**src/rtl/sdr_bus_monitor.sv**
```systemverilog
// sdr_bus_monitor: target-side SCL/SDA observer with edge strobes,
// START/RSTART/STOP detection and bus-free/idle tracking. Macro: SDR_BUS_MON_GLITCH_FILT_EN.
module sdr_bus_monitor #(
    parameter int BUS_FREE_CYCLES = 2,
    parameter int BUS_IDLE_CYCLES = 10000,
    parameter int FILT_CYCLES     = 3
) (
    input  logic       i_sdr_ctrl_clk,
    input  logic       i_sdr_ctrl_rst_n,
    input  logic       i_scl,
    input  logic       i_sda,
    output logic       o_scl_pos_edge,
    output logic       o_scl_neg_edge,
    output logic       o_scl,
    output logic       o_sda_sample,
    output logic       o_start,
    output logic       o_rstart,
    output logic       o_stop,
    output logic [3:0] o_bit_cnt,
    output logic       o_bus_free,
    output logic       o_bus_idle
);

    typedef enum logic [1:0] {
        ST_WAIT_FREE,
        ST_IDLE,
        ST_BUSY
    } state_t;

    localparam logic [13:0] FREE_CNT = 14'(BUS_FREE_CYCLES);
    localparam logic [13:0] IDLE_CNT = 14'(BUS_IDLE_CYCLES);
    localparam logic [13:0] CNT_MAX  =
        (BUS_IDLE_CYCLES > BUS_FREE_CYCLES) ? IDLE_CNT : FREE_CNT;

    if (FILT_CYCLES < 2 || FILT_CYCLES > 7) begin : g_bad_filt
        $error("FILT_CYCLES must be in 2..7");
    end

    if (BUS_IDLE_CYCLES > 16383) begin : g_bad_idle
        $error("BUS_IDLE_CYCLES must not exceed 16383");
    end

    logic   r_scl_s1, r_scl_s2;
    logic   r_sda_s1, r_sda_s2;
    logic   w_scl_f, w_sda_f;
    logic   r_scl_d, r_sda_d;
    state_t r_state, w_state_nxt;
    logic [13:0] r_cnt, w_cnt_nxt;
    logic [3:0]  r_bit_cnt, w_bit_nxt;
    logic   w_scl_rise, w_scl_fall;
    logic   w_sda_rise, w_sda_fall;
    logic   w_scl_hi;
    logic   w_start_cond, w_stop_cond;
    logic   w_start, w_rstart, w_stop;
    logic   w_bus_idle_nxt;
    logic   r_pos, r_neg;
    logic   r_start, r_rstart, r_stop;
    logic   r_sda_sample;
    logic   r_bus_idle;

    // Two-flop synchronizers; pins idle high so flops reset to 1
    always_ff @(posedge i_sdr_ctrl_clk or negedge i_sdr_ctrl_rst_n) begin
        if (!i_sdr_ctrl_rst_n) begin
            r_scl_s1 <= 1'b1;
            r_scl_s2 <= 1'b1;
            r_sda_s1 <= 1'b1;
            r_sda_s2 <= 1'b1;
        end else begin
            r_scl_s1 <= i_scl;
            r_scl_s2 <= r_scl_s1;
            r_sda_s1 <= i_sda;
            r_sda_s2 <= r_sda_s1;
        end
    end

`ifdef SDR_BUS_MON_GLITCH_FILT_EN
    localparam logic [2:0] FILT_LAST = 3'(FILT_CYCLES - 1);

    logic [2:0] r_scl_fcnt, r_sda_fcnt;
    logic       r_scl_f, r_sda_f;

    // Glitch filter: follow the pin only after FILT_CYCLES differing samples
    always_ff @(posedge i_sdr_ctrl_clk or negedge i_sdr_ctrl_rst_n) begin
        if (!i_sdr_ctrl_rst_n) begin
            r_scl_fcnt <= 3'd0;
            r_sda_fcnt <= 3'd0;
            r_scl_f    <= 1'b1;
            r_sda_f    <= 1'b1;
        end else begin
            if (r_scl_s2 != r_scl_f) begin
                if (r_scl_fcnt == FILT_LAST) begin
                    r_scl_f    <= r_scl_s2;
                    r_scl_fcnt <= 3'd0;
                end else begin
                    r_scl_fcnt <= r_scl_fcnt + 3'd1;
                end
            end else begin
                r_scl_fcnt <= 3'd0;
            end
            if (r_sda_s2 != r_sda_f) begin
                if (r_sda_fcnt == FILT_LAST) begin
                    r_sda_f    <= r_sda_s2;
                    r_sda_fcnt <= 3'd0;
                end else begin
                    r_sda_fcnt <= r_sda_fcnt + 3'd1;
                end
            end else begin
                r_sda_fcnt <= 3'd0;
            end
        end
    end

    assign w_scl_f = r_scl_f;
    assign w_sda_f = r_sda_f;
`else
    assign w_scl_f = r_scl_s2;
    assign w_sda_f = r_sda_s2;
`endif

    // One-clock delayed copies of the filtered levels for edge detection
    always_ff @(posedge i_sdr_ctrl_clk or negedge i_sdr_ctrl_rst_n) begin
        if (!i_sdr_ctrl_rst_n) begin
            r_scl_d <= 1'b1;
            r_sda_d <= 1'b1;
        end else begin
            r_scl_d <= w_scl_f;
            r_sda_d <= w_sda_f;
        end
    end

    assign w_scl_rise   = w_scl_f & ~r_scl_d;
    assign w_scl_fall   = ~w_scl_f & r_scl_d;
    assign w_sda_rise   = w_sda_f & ~r_sda_d;
    assign w_sda_fall   = ~w_sda_f & r_sda_d;
    // SCL stable high in both samples: an SCL edge blocks any condition
    assign w_scl_hi     = w_scl_f & r_scl_d;
    assign w_start_cond = w_sda_fall & w_scl_hi;
    assign w_stop_cond  = w_sda_rise & w_scl_hi;

    // Bus state register with free/idle counter and bit counter
    always_ff @(posedge i_sdr_ctrl_clk or negedge i_sdr_ctrl_rst_n) begin
        if (!i_sdr_ctrl_rst_n) begin
            r_state    <= ST_WAIT_FREE;
            r_cnt      <= 14'd0;
            r_bit_cnt  <= 4'd0;
            r_bus_idle <= 1'b0;
        end else begin
            r_state    <= w_state_nxt;
            r_cnt      <= w_cnt_nxt;
            r_bit_cnt  <= w_bit_nxt;
            r_bus_idle <= w_bus_idle_nxt;
        end
    end

    // Next state and condition strobes
    always_comb begin
        w_state_nxt = r_state;
        w_start     = 1'b0;
        w_rstart    = 1'b0;
        w_stop      = 1'b0;
        unique case (r_state)
            ST_WAIT_FREE: begin
                if (w_start_cond) begin
                    w_state_nxt = ST_BUSY;
                    w_start     = 1'b1;
                end else if (r_cnt >= FREE_CNT) begin
                    w_state_nxt = ST_IDLE;
                end
            end
            ST_IDLE: begin
                if (w_start_cond) begin
                    w_state_nxt = ST_BUSY;
                    w_start     = 1'b1;
                end
            end
            ST_BUSY: begin
                if (w_start_cond) begin
                    w_rstart = 1'b1;
                end else if (w_stop_cond) begin
                    w_state_nxt = ST_WAIT_FREE;
                    w_stop      = 1'b1;
                end
            end
            default: w_state_nxt = ST_WAIT_FREE;
        endcase
    end

    // High-bus counter: saturates, clears on any low level or in BUSY
    always_comb begin
        w_cnt_nxt = r_cnt;
        if (r_state == ST_BUSY || w_state_nxt == ST_BUSY) begin
            w_cnt_nxt = 14'd0;
        end else if (w_scl_f && w_sda_f) begin
            if (r_cnt < CNT_MAX) begin
                w_cnt_nxt = r_cnt + 14'd1;
            end
        end else begin
            w_cnt_nxt = 14'd0;
        end
    end

    // Idle flag follows the counter reaching its limit while free
    always_comb begin
        w_bus_idle_nxt = (w_state_nxt == ST_IDLE) &&
                         (r_cnt >= IDLE_CNT) &&
                         w_scl_f && w_sda_f;
    end

    // Bit counter: 9 SCL rises per byte, cleared by (R)START
    always_comb begin
        w_bit_nxt = r_bit_cnt;
        if (w_start || w_rstart) begin
            w_bit_nxt = 4'd0;
        end else if (r_state == ST_BUSY && w_scl_rise) begin
            w_bit_nxt = (r_bit_cnt == 4'd8) ? 4'd0 : r_bit_cnt + 4'd1;
        end
    end

    // Registered strobes and SDA sample, aligned with o_scl
    always_ff @(posedge i_sdr_ctrl_clk or negedge i_sdr_ctrl_rst_n) begin
        if (!i_sdr_ctrl_rst_n) begin
            r_pos        <= 1'b0;
            r_neg        <= 1'b0;
            r_start      <= 1'b0;
            r_rstart     <= 1'b0;
            r_stop       <= 1'b0;
            r_sda_sample <= 1'b0;
        end else begin
            r_pos    <= w_scl_rise;
            r_neg    <= w_scl_fall;
            r_start  <= w_start;
            r_rstart <= w_rstart;
            r_stop   <= w_stop;
            if (w_scl_rise) begin
                r_sda_sample <= w_sda_f;
            end
        end
    end

    assign o_scl_pos_edge = r_pos;
    assign o_scl_neg_edge = r_neg;
    assign o_scl          = r_scl_d;
    assign o_sda_sample   = r_sda_sample;
    assign o_start        = r_start;
    assign o_rstart       = r_rstart;
    assign o_stop         = r_stop;
    assign o_bit_cnt      = r_bit_cnt;
    assign o_bus_free     = (r_state == ST_IDLE);
    assign o_bus_idle     = r_bus_idle;

endmodule

```
**config.mk**
```make
export PLATFORM = sky130hd
export DESIGN_NAME = sdr_bus_monitor
export DESIGN_NICKNAME = d
export VERILOG_FILES = /design/src/rtl/sdr_bus_monitor.sv
export SDC_FILE = /design/constraint.sdc
export NUM_CORES = 1
export LEC_CHECK = 0
export BUFFER_PORTS_ARGS = -buffer_cell sky130_fd_sc_hd__buf_2
export CAP_MARGIN = 20
export CORE_UTILIZATION = 57
export DETAILED_ROUTE_END_ITERATION = 16
export GPL_TIMING_DRIVEN = 0
export PLACE_DENSITY = 0.78
export REMOVE_ABC_BUFFERS = 1
export SYNTH_ARGS = -nofsm -noshare
export SYNTH_HDL_FRONTEND = slang
export SYNTH_SLANG_ARGS = --single-unit
```
**constraint.sdc**
```tcl
create_clock -name i_sdr_ctrl_clk -period 2.25 [get_ports i_sdr_ctrl_clk]
set_input_delay 0.3375 -clock i_sdr_ctrl_clk [delete_from_list [all_inputs] [get_ports i_sdr_ctrl_clk]]
set_output_delay 0.3375 -clock i_sdr_ctrl_clk [all_outputs]
set_load 0.1 [all_outputs]
```
==> reports/summary.txt <==
status: complete, no violations
CP Max Fanout: 8
Max-Cap Viols: 0
Worst R2R Setup Slack: 380 ps
Cell Chain, Critical Path: nor4_4 > o21ai_2 > or4_1 > a21oi_1
Fillers: 194
Critical Path Slowest Stage Cell: dfrtp_1
Post-synth top cells: dfrtp_1 (27), nor2_1 (14), a21oi_1 (10)
register area share after synthesis: 52.7%
Die X: 54.7 um
count of final max-slew check failures: 0
Post-synth ARST share: 100%
CTS max path bufs: 2
largest reg by FF count: r_cnt
synthesis-to-layout area growth: 11.6%
GRT Total Usage: 21.7%
worst r2r path cells: 4
TritonCTS buffer count: 5
Slew @ Worst Pin: 687 ps
clk_skew: 3.54 ps
cell area after layout: 1760 sq um
initial cell density of the core: 62.1%
post-route setup TNS: 0 ps
Worst path max stage delay: 510 ps
# hold bufs at CTS: 0
top-count cell post-synth: dfrtp_1
fin crit share: 82.9%
# H-tree levels: 2
Stages on worst setup path: 4
Setup crit start: r_cnt[7]
Total Wirelength: 2.78 mm
clk sinks: 33
grt total ovfl: 0
Setup crit end kind: flip-flop
Reg2Reg Capture Point: r_cnt[5]
DRC violations left: 0
diodes inserted: 0
Nets: 174
setup bufs post-CTS: 0
area leader, netlist: dfrtp_1
Die H: 54.7 um
mapped cell area: 1580 sq um
Setup crit end: r_cnt[5]
maximum vdd drop: 0.714 mV
number of global-route vias before repair: 1,008
Design Power: 1.53 mW
Buf/Inv on CP: 0
root buffer cell: clkbuf_4
Worst setup SP type: flip-flop
routed via count: 1,170
Final Hold Fails: 0
crit path DAT: 2120 ps
TritonRoute pass-1 iters: 4
critical path class: flip-flop to flip-flop
Hold Crit Class: input port to async pin
power per cell area: 866 nW/um^2
Setup Viol. Count Final: 0
Routed Antenna Nets: 0
Syn Inst Count: 147
Seq. cell area: 833 sq um
relative slew slack: 54.2%
r2r startpoint: r_cnt[7]
met3 wire len: 136 um
Leakage Power: 0.805 nW
initial antenna violation count: 0
critical path's top delay family: simple AND/OR/NAND/NOR gates
met1 wire length: 1.31 mm
dpl hpwl: 1.95 mm
EDFF count, synth: 0
CTS tree: built
I/O Buffers: 16
Die ar.: 2990 sq um
post-CTS resize count: 0
top post-synthesis cells by area: dfrtp_1 (43%), dfstp_2 (10%), nor2_1 (3.3%)
metal2 WL: 1.29 mm
Clock Latency Late Sink: 340 ps
synth warn: 0
DR WL/cell: 14.1 um
Site Rows: 18
highest routed metal layer: met4
share of cells above drive strength 1: 25.1%
fin crit period: 1870 ps
largest net degree at the start of global routing: 34
number of synthesized register bits: 33
fmax: 536 MHz
Placer Congestion: 0.870
Largest register FFs: 14
area of the multi-input gates: 694 sq um
Required @ worst endpoint: 2510 ps
Placement Cell Area: 1680 sq um
initial DRC count: 33
Synth Area per Inst: 10.8 sq um
global-route wire length before repair: 4.40 mm
Reg clk slew, reported paths: 100 ps
RSZ-0062 raised after global routing: no
# IOs: 17
core area: 2540 sq um
DR vias/cell: 5.94
Most used DFF post-synth: dfrtp_1
Yosys top cell area share: 42.7%
count of cell types in the netlist: 42
[cell type report]
class | count | area share [%]
Sequential cell | 33 | 47.2
Clock inverter | 2 | 2.13
Clock buffer | 6 | 2.91
Timing Repair Buffer | 16 | 4.54
Multi-Input combinational cell | 102 | 39.4
Tap cell | 30 | 2.13
Inverter | 8 | 1.70
[metrics by stage]
step	hold WS (ps)	util [%]	cells	setup slack, ps
after global placement	347	65.8	189	460
final	27.1	69.3	197	385
after CTS	45.0	69.3	197	402
after floorplan	41.9	-	143	146
after detailed placement	347	65.8	189	429
after global routing	51.8	69.3	197	332
[worst reg2reg max path, cell delays in order (launching register included)]
cell and delay [ps]:
dfrtp_1 510, nor4_4 430, o21ai_2 200, or4_1 490, a21oi_1 150
[per-layer routing]
layer,GRT usage (%),vias up
met1,27.3,576
met4,9.83,0
li1,-,567
met3,8.33,7
met2,32.7,20
met5,0,-
[report_power, final]
| part | switching (mW) | internal (mW) | total [mW] |
|---|---|---|---|
| sequential | 0.0419 | 0.635 | 0.677 |
| combinational | 0.312 | 0.0678 | 0.380 |
| clock | 0.206 | 0.264 | 0.470 |
| total | 0.560 | 0.967 | 1.53 |
[cells by family after synthesis]
kind of cell | share of synthesized area (%)
AND/OR/NAND/NOR | 22.1
flip-flops | 52.7
AO/OA/AOI/OAI | 12.8
buffers and inverters | 3.40
XOR/XNOR | 3.88
adder cells (fa/ha/maj) | 3.16
multiplexers | 1.98
[worst min-delay path by stage]
| stage | startpoint | end |
|---|---|---|
| floorplan | i_sdr_ctrl_rst_n | o_bit_cnt[0] |
| global placement | r_scl_s1 | r_scl_s2 |
| detailed placement | r_scl_s1 | r_scl_s2 |
| CTS | i_sdr_ctrl_rst_n | o_bit_cnt[3] |
| global route | i_scl | r_scl_s1 |
| finish | i_sdr_ctrl_rst_n | o_bit_cnt[3] |
[placed cells by master (no fill, tap or decap), types with 4 or more instances in the layout]
cell | synthesis | layout
nand2_1 | 8 | 8
inv_1 | 8 | 8
ha_1 | 4 | 4
a21oi_1 | 10 | 10
nand4_1 | 5 | 5
dfrtp_1 | 27 | 27
and3_1 | 4 | 4
nor2_1 | 14 | 14
nor2b_1 | 4 | 4
clkbuf_4 | 0 | 5
xnor2_1 | 4 | 4
buf_2 | 1 | 16
dfstp_2 | 6 | 6
nand3_1 | 5 | 5
o211ai_1 | 4 | 4
No activity file was read; power rests on OpenSTA's default activity.
